## config.mk

```make
export PLATFORM = sky130hd
export DESIGN_NAME = spi_erisim_hakemi
export DESIGN_NICKNAME = d
export VERILOG_FILES = /design/src/rtl/spi_erisim_hakemi.sv
export SDC_FILE = /design/constraint.sdc
export NUM_CORES = 1
export LEC_CHECK = 0
export ABC_AREA = 1
export BUFFER_PORTS_ARGS = -buffer_cell sky130_fd_sc_hd__buf_4
export CAP_MARGIN = 30
export CORE_AREA = 2 2 125 127
export CTS_CLUSTER_DIAMETER = 50
export DETAILED_ROUTE_END_ITERATION = 6
export DIE_AREA = 0 0 127 129
export PLACE_DENSITY_LB_ADDON = 0.25
export SYNTH_ARGS = -nofsm -noshare
export SYNTH_HDL_FRONTEND = slang
export SYNTH_SLANG_ARGS = --single-unit
export TNS_END_PERCENT = 10
```

## constraint.sdc

```tcl
create_clock -name s_axi_aclk_i -period 7 [get_ports s_axi_aclk_i]
set_input_delay 0.35 -clock s_axi_aclk_i [delete_from_list [all_inputs] [get_ports s_axi_aclk_i]]
set_output_delay 0.35 -clock s_axi_aclk_i [all_outputs]
set_load 0.005 [all_outputs]
```

## src/rtl/spi_erisim_hakemi.sv

```systemverilog
// Two-requester arbiter into an AXI-Lite style SPI register window.
// One transaction in flight; bad requests are answered locally with an error.
module spi_erisim_hakemi #(
  parameter logic [31:0] SPI_BASE_ADDR = 32'h2001_0000,
  parameter logic [31:0] SPI_MASK_ADDR = 32'h0000_00ff,
  parameter logic [15:0] ZAMAN_ASIMI   = 16'd1024
) (
  input  logic        s_axi_aclk_i,
  input  logic        s_axi_aresetn_i,
  input  logic [1:0]  istek_gecerli_i,
  input  logic [1:0]  istek_yaz_i,
  input  logic [63:0] istek_adres_i,
  input  logic [63:0] istek_veri_i,
  input  logic [3:0]  istek_boyut_i,
  output logic [1:0]  istek_hazir_o,
  output logic [1:0]  cevap_gecerli_o,
  output logic [31:0] cevap_veri_o,
  output logic        cevap_hata_o,
  output logic [31:0] m_axi_araddr_o,
  output logic        m_axi_arvalid_o,
  input  logic        m_axi_arready_i,
  input  logic        m_axi_rvalid_i,
  output logic        m_axi_rready_o,
  input  logic [31:0] m_axi_rdata_i,
  input  logic        m_axi_rresp_i,
  output logic [31:0] m_axi_awaddr_o,
  output logic        m_axi_awvalid_o,
  input  logic        m_axi_awready_i,
  output logic [31:0] m_axi_wdata_o,
  output logic [3:0]  m_axi_wstrb_o,
  output logic        m_axi_wvalid_o,
  input  logic        m_axi_wready_i,
  input  logic        m_axi_bvalid_i,
  output logic        m_axi_bready_o,
  input  logic        m_axi_bresp_i,
  output logic [3:0]  okuma_boyut_o
);

  typedef enum logic [1:0] {BOSTA, ADRES, YANIT, CEVAP} durum_e;

  durum_e      durum_q, durum_d;
  logic        sahip_q, sahip_d;
  logic        son_q, son_d;
  logic        yaz_q, yaz_d;
  logic        hata_q, hata_d;
  logic        aw_bitti_q, aw_bitti_d;
  logic        w_bitti_q, w_bitti_d;
  logic [31:0] adres_q, adres_d;
  logic [31:0] veri_q, veri_d;
  logic [31:0] cevap_veri_q, cevap_veri_d;
  logic [1:0]  boyut_q, boyut_d;
  logic [15:0] sayac_q, sayac_d;

  logic        sec, hizali, gecersiz, zaman_doldu;
  logic [1:0]  hibe, sec_boyut;
  logic [31:0] sec_adres;
  logic        okuma_faz, yazma_faz, aw_ok, w_ok;
  logic [3:0]  maske;

  // Tie goes to the requester not granted last; son_q resets to 1 so requester 0 wins first.
  always_comb begin
    sec       = (&istek_gecerli_i) ? ~son_q : istek_gecerli_i[1];
    sec_adres = sec ? istek_adres_i[63:32] : istek_adres_i[31:0];
    sec_boyut = sec ? istek_boyut_i[3:2]   : istek_boyut_i[1:0];
    case (sec_boyut)
      2'b00:   hizali = 1'b1;
      2'b01:   hizali = ~sec_adres[0];
      2'b10:   hizali = (sec_adres[1:0] == 2'b00);
      default: hizali = 1'b0;
    endcase
    gecersiz = ((sec_adres & ~SPI_MASK_ADDR) != SPI_BASE_ADDR) || !hizali;
    hibe = 2'b00;
    if (durum_q == BOSTA && (|istek_gecerli_i) && !s_axi_aresetn_i)
      hibe = sec ? 2'b10 : 2'b01;
  end

  always_comb begin
    case (boyut_q)
      2'b00:   maske = 4'b0001;
      2'b01:   maske = 4'b0011;
      2'b10:   maske = 4'b1111;
      default: maske = 4'b0000;
    endcase
  end

  assign okuma_faz   = (durum_q == ADRES) && !yaz_q;
  assign yazma_faz   = (durum_q == ADRES) && yaz_q;
  assign zaman_doldu = (sayac_q == ZAMAN_ASIMI - 16'd1);

  assign m_axi_arvalid_o = okuma_faz;
  assign m_axi_araddr_o  = okuma_faz ? adres_q : 32'd0;
  assign okuma_boyut_o   = okuma_faz ? maske : 4'd0;
  assign m_axi_awvalid_o = yazma_faz && !aw_bitti_q;
  assign m_axi_wvalid_o  = yazma_faz && !w_bitti_q;
  assign m_axi_awaddr_o  = yazma_faz ? adres_q : 32'd0;
  assign m_axi_wdata_o   = yazma_faz ? veri_q : 32'd0;
  assign m_axi_wstrb_o   = yazma_faz ? maske : 4'd0;
  assign m_axi_rready_o  = (durum_q == YANIT) && !yaz_q;
  assign m_axi_bready_o  = (durum_q == YANIT) && yaz_q;

  assign aw_ok = aw_bitti_q || (m_axi_awvalid_o && m_axi_awready_i);
  assign w_ok  = w_bitti_q  || (m_axi_wvalid_o && m_axi_wready_i);

  assign istek_hazir_o   = hibe;
  assign cevap_gecerli_o = (durum_q == CEVAP) ? (sahip_q ? 2'b10 : 2'b01) : 2'b00;
  assign cevap_hata_o    = (durum_q == CEVAP) && hata_q;
  assign cevap_veri_o    = cevap_veri_q;

  always_comb begin
    durum_d      = durum_q;
    sahip_d      = sahip_q;
    son_d        = son_q;
    yaz_d        = yaz_q;
    hata_d       = hata_q;
    aw_bitti_d   = aw_bitti_q;
    w_bitti_d    = w_bitti_q;
    adres_d      = adres_q;
    veri_d       = veri_q;
    cevap_veri_d = cevap_veri_q;
    boyut_d      = boyut_q;
    sayac_d      = sayac_q;
    case (durum_q)
      BOSTA: begin
        sayac_d    = 16'd0;
        aw_bitti_d = 1'b0;
        w_bitti_d  = 1'b0;
        if (|hibe) begin
          sahip_d = sec;
          son_d   = sec;
          yaz_d   = istek_yaz_i[sec];
          adres_d = sec_adres;
          veri_d  = sec ? istek_veri_i[63:32] : istek_veri_i[31:0];
          boyut_d = sec_boyut;
          hata_d  = gecersiz;
          durum_d = gecersiz ? CEVAP : ADRES;
        end
      end
      ADRES: begin
        sayac_d = sayac_q + 16'd1;
        if (zaman_doldu) begin
          hata_d  = 1'b1;
          durum_d = CEVAP;
        end else if (!yaz_q) begin
          if (m_axi_arready_i) durum_d = YANIT;
        end else begin
          aw_bitti_d = aw_ok;
          w_bitti_d  = w_ok;
          if (aw_ok && w_ok) durum_d = YANIT;
        end
      end
      YANIT: begin
        sayac_d = sayac_q + 16'd1;
        if (zaman_doldu) begin
          hata_d  = 1'b1;
          durum_d = CEVAP;
        end else if (yaz_q && m_axi_bvalid_i) begin
          hata_d  = ~m_axi_bresp_i;
          durum_d = CEVAP;
        end else if (!yaz_q && m_axi_rvalid_i) begin
          cevap_veri_d = m_axi_rdata_i;
          hata_d       = ~m_axi_rresp_i;
          durum_d      = CEVAP;
        end
      end
      default: durum_d = BOSTA;
    endcase
  end

  always_ff @(posedge s_axi_aclk_i or posedge s_axi_aresetn_i) begin
    if (s_axi_aresetn_i) begin
      durum_q      <= BOSTA;
      sahip_q      <= 1'b0;
      son_q        <= 1'b1;
      yaz_q        <= 1'b0;
      hata_q       <= 1'b0;
      aw_bitti_q   <= 1'b0;
      w_bitti_q    <= 1'b0;
      adres_q      <= 32'd0;
      veri_q       <= 32'd0;
      cevap_veri_q <= 32'd0;
      boyut_q      <= 2'd0;
      sayac_q      <= 16'd0;
    end else begin
      durum_q      <= durum_d;
      sahip_q      <= sahip_d;
      son_q        <= son_d;
      yaz_q        <= yaz_d;
      hata_q       <= hata_d;
      aw_bitti_q   <= aw_bitti_d;
      w_bitti_q    <= w_bitti_d;
      adres_q      <= adres_d;
      veri_q       <= veri_d;
      cevap_veri_q <= cevap_veri_d;
      boyut_q      <= boyut_d;
      sayac_q      <= sayac_d;
    end
  end

endmodule

```

==> flow_summary.json <==
{
  "crit_cells": 9,
  "dpl.cell_count": 1326,
  "drt_pass1_iterations": 5,
  "clock_sinks": 122,
  "yosysUniqueCellTypes": 36,
  "instances_no_fill": 1358,
  "cap_violations": 0,
  "synth-edff-count": 0,
  "cp_cell_sequence": "inv_1 > ha_1 > inv_2 > nor3_4 > buf_4 > inv_2 > a21oi_4 > buf_4 > buf_4",
  "grtUsageTotal": 0.252,
  "cts.htree.levels": 4,
  "cpMostUsedCell": "buf_4",
  "endpoint_kind": "output pin",
  "routedWlPerCell_um": 15.3,
  "r2r-start": "durum_q[0]",
  "ioPinCount": 323,
  "cts_root_buffer": "clkbuf_16",
  "fp-row-count": 45,
  "clock.fmax_mhz": 262,
  "ant_nets": 0,
  "syn_nets": 1039,
  "gp_congestion": 0.888,
  "hpwl_um": 15100,
  "fillers": 1366,
  "worstSetupEndpoint": "istek_hazir_o[0]",
  "core-area_mm2": 0.0150,
  "r2r_end": "veri_q[3]",
  "antenna_found_initial": 0,
  "hp-class": "input pin to async pin",
  "synthTopCellsByCount": "216 x nand2_1, 133 x nor2_1, 127 x inv_1",
  "antenna_cells": 0,
  "grt_max_degree": 66,
  "numPortBuffers": 322,
  "async_reset_ff_frac": 1.00,
  "synthCells": 855,
  "p_leak_nw": 5.14,
  "cts_setup_buffers": 0,
  "dieArea_mm2": 0.0164,
  "peakVddDrop_mv": 0.183,
  "cts_buffer_depth": 2,
  "areaGrowthSynthToFinish_pct": 46.4,
  "route.detailed.drc": 0,
  "worst_pin_slew_ps": 853,
  "path_buf_inv": 6,
  "vias": 6609,
  "post_cts_resized": 0,
  "cts_made_buffers": 17,
  "synth.area.top_cells": "dfrtp_1 45%, nand2_1 12%, nor2_1 7.5%",
  "startpoint": "durum_q[0]",
  "crit_fanout": 51,
  "multiInputGateArea_mm2": 0.00287,
  "initial_utilization": 0.445,
  "start_kind": "flop",
  "fin_crit_ps": 3820,
  "setup_viol": 0,
  "slew_violations": 0,
  "crit_family": "buffers and inverters",
  "rsz0062_at_grt": "no",
  "arrival_ps": 3470,
  "cpPeakStageDelay_ps": 500,
  "synth_top_area_cell": "dfrtp_1",
  "hold_viol_final": 0,
  "power_density_mw_per_mm2": 358,
  "avgSynthCellArea_um2": 7.80,
  "relSlewSlack": 0.431,
  "clk_latency_ps": 420,
  "drt_iter0_drc": 377,
  "grt_pass1_vias": 6242,
  "holdBufCountCts": 0,
  "cp_data_required_time_ps": 6650,
  "fp.dieH_um": 129,
  "fin_nets": 1341,
  "clk_pin_slew_ps": 50,
  "regArea_mm2": 0.00305,
  "synth_warnings": 0,
  "period_share": 0.545,
  "ys_ff_latch": 122,
  "yosysMostFrequentCell": "nand2_1",
  "netlist.area_leader.share": 0.454,
  "tns_ps": 0,
  "status": "completed",
  "gr-total-overflow": 0,
  "reg2reg_depth": 10,
  "die_w_um": 127,
  "tritoncts": "built",
  "ys.flop_type": "dfrtp_1",
  "drive_gt1_frac": 0.344,
  "cp_slowest_cell": "buf_4",
  "clock_skew_ps": 15.4,
  "wirelength_um": 20800,
  "worst-setup-path-type": "flop to output pin",
  "vias_per_cell": 4.87,
  "grt_pass1_wl_um": 32200,
  "rrSetupSlack_ps": 3820,
  "ys_seq_area_frac": 0.458,
  "syn-cell-area_mm2": 0.00667
}
final cells by class:
class,instances,area share
clock buffers,22,0.0496
flip-flops and latches,122,0.313
multi-input cells,558,0.294
clock inverters,10,0.0168
repair buffers,328,0.252
well taps,188,0.0241
inverters,130,0.0502
kinds of logic after synthesis:
family,count (synthesis),synth area share
multiplexers,33,0.0557
buffers and inverters,175,0.113
adder cells (fa/ha/maj),7,0.0131
AND/OR/NAND/NOR,415,0.264
AO/OA/AOI/OAI,103,0.0955
flip-flops,122,0.458
per-layer routing:
| metal | global-route usage | up-vias | share of wire |
|---|---|---|---|
| met5 | 0 | - | 0 |
| met4 | 0.0931 | 0 | 0.022 |
| met3 | 0.0678 | 32 | 0.076 |
| met2 | 0.425 | 292 | 0.48 |
| met1 | 0.313 | 3000 | 0.42 |
| li1 | - | 3285 | - |
layout by cell type, fill, tap and decap left out, types with 2 or more instances in the layout:
| master | netlist | final |
|---|---|---|
| mux2_1 | 5 | 5 |
| buf_4 | 3 | 328 |
| nand3_1 | 21 | 21 |
| nand2_2 | 2 | 3 |
| clkinvlp_4 | 0 | 4 |
| nor3_1 | 5 | 5 |
| nor2_2 | 1 | 2 |
| mux2_2 | 28 | 28 |
| dfrtp_1 | 121 | 121 |
| clkbuf_8 | 0 | 4 |
| o21a_1 | 2 | 2 |
| o21ai_0 | 40 | 40 |
| a21oi_1 | 11 | 11 |
| nor4_1 | 3 | 3 |
| o211ai_1 | 41 | 41 |
| bufinv_16 | 0 | 4 |
| nand2_1 | 216 | 215 |
| inv_2 | 2 | 2 |
| o21bai_1 | 2 | 2 |
| ha_1 | 7 | 7 |
| nand3b_1 | 22 | 22 |
| nand4_1 | 5 | 5 |
| nor3_2 | 2 | 2 |
| nor2_1 | 133 | 132 |
| clkbuf_16 | 0 | 17 |
| inv_1 | 127 | 126 |
| o21ai_1 | 4 | 4 |
worst register-to-register path: stages, from the launching register on:
cell and delay [ps]:
dfrtp_1 400, inv_1 100, ha_1 240, inv_2 90
nor3_4 170, buf_4 500, inv_2 460, a21oi_4 510
buf_4 390, nand2_1 100, o211ai_1 110
sequential cells by signal, summed over array words and instances (netlist names):
| name | count |
|---|---|
| veri_q | 32 |
| durum_q | 2 |
| w_bitti_q | 1 |
| sayac_q | 16 |
| hata_q | 1 |
| boyut_q | 2 |
| cevap_veri_o | 32 |
| son_q | 1 |
| yaz_q | 1 |
| aw_bitti_q | 1 |
| adres_q | 32 |
| sahip_q | 1 |
power by group:
part / internal, mW / total [mW] / switching [mW]
clock network: 0.633 / 0.949 / 0.316
registers: 1.01 / 1.16 / 0.148
logic: 0.637 / 1.39 / 0.750
total: 2.28 / 3.50 / 1.21
stage by stage:
stage	worst slack (ps)	util	hold WS (ps)	power [mW]	cell area (um^2)
floorplan	3410	-	453	1.95	6670
global placement	3670	0.608	469	2.52	9110
detailed placement	3590	0.608	473	2.56	9110
CTS	3130	0.652	96.4	3.52	9760
global route	2900	0.652	126	3.74	9760
finish	3180	0.652	73.2	3.50	9760
how the worst min path moves through the flow:
stage	slack, ps	endpoint	cells after the start
finish	70	cevap_veri_o[13]	2
global route	130	cevap_veri_o[13]	2
floorplan	450	adres_q[10]	2
CTS	100	cevap_veri_o[19]	2
global placement	470	adres_q[28]	2
detailed placement	470	adres_q[1]	2
No activity file was read; power rests on OpenSTA's default activity.
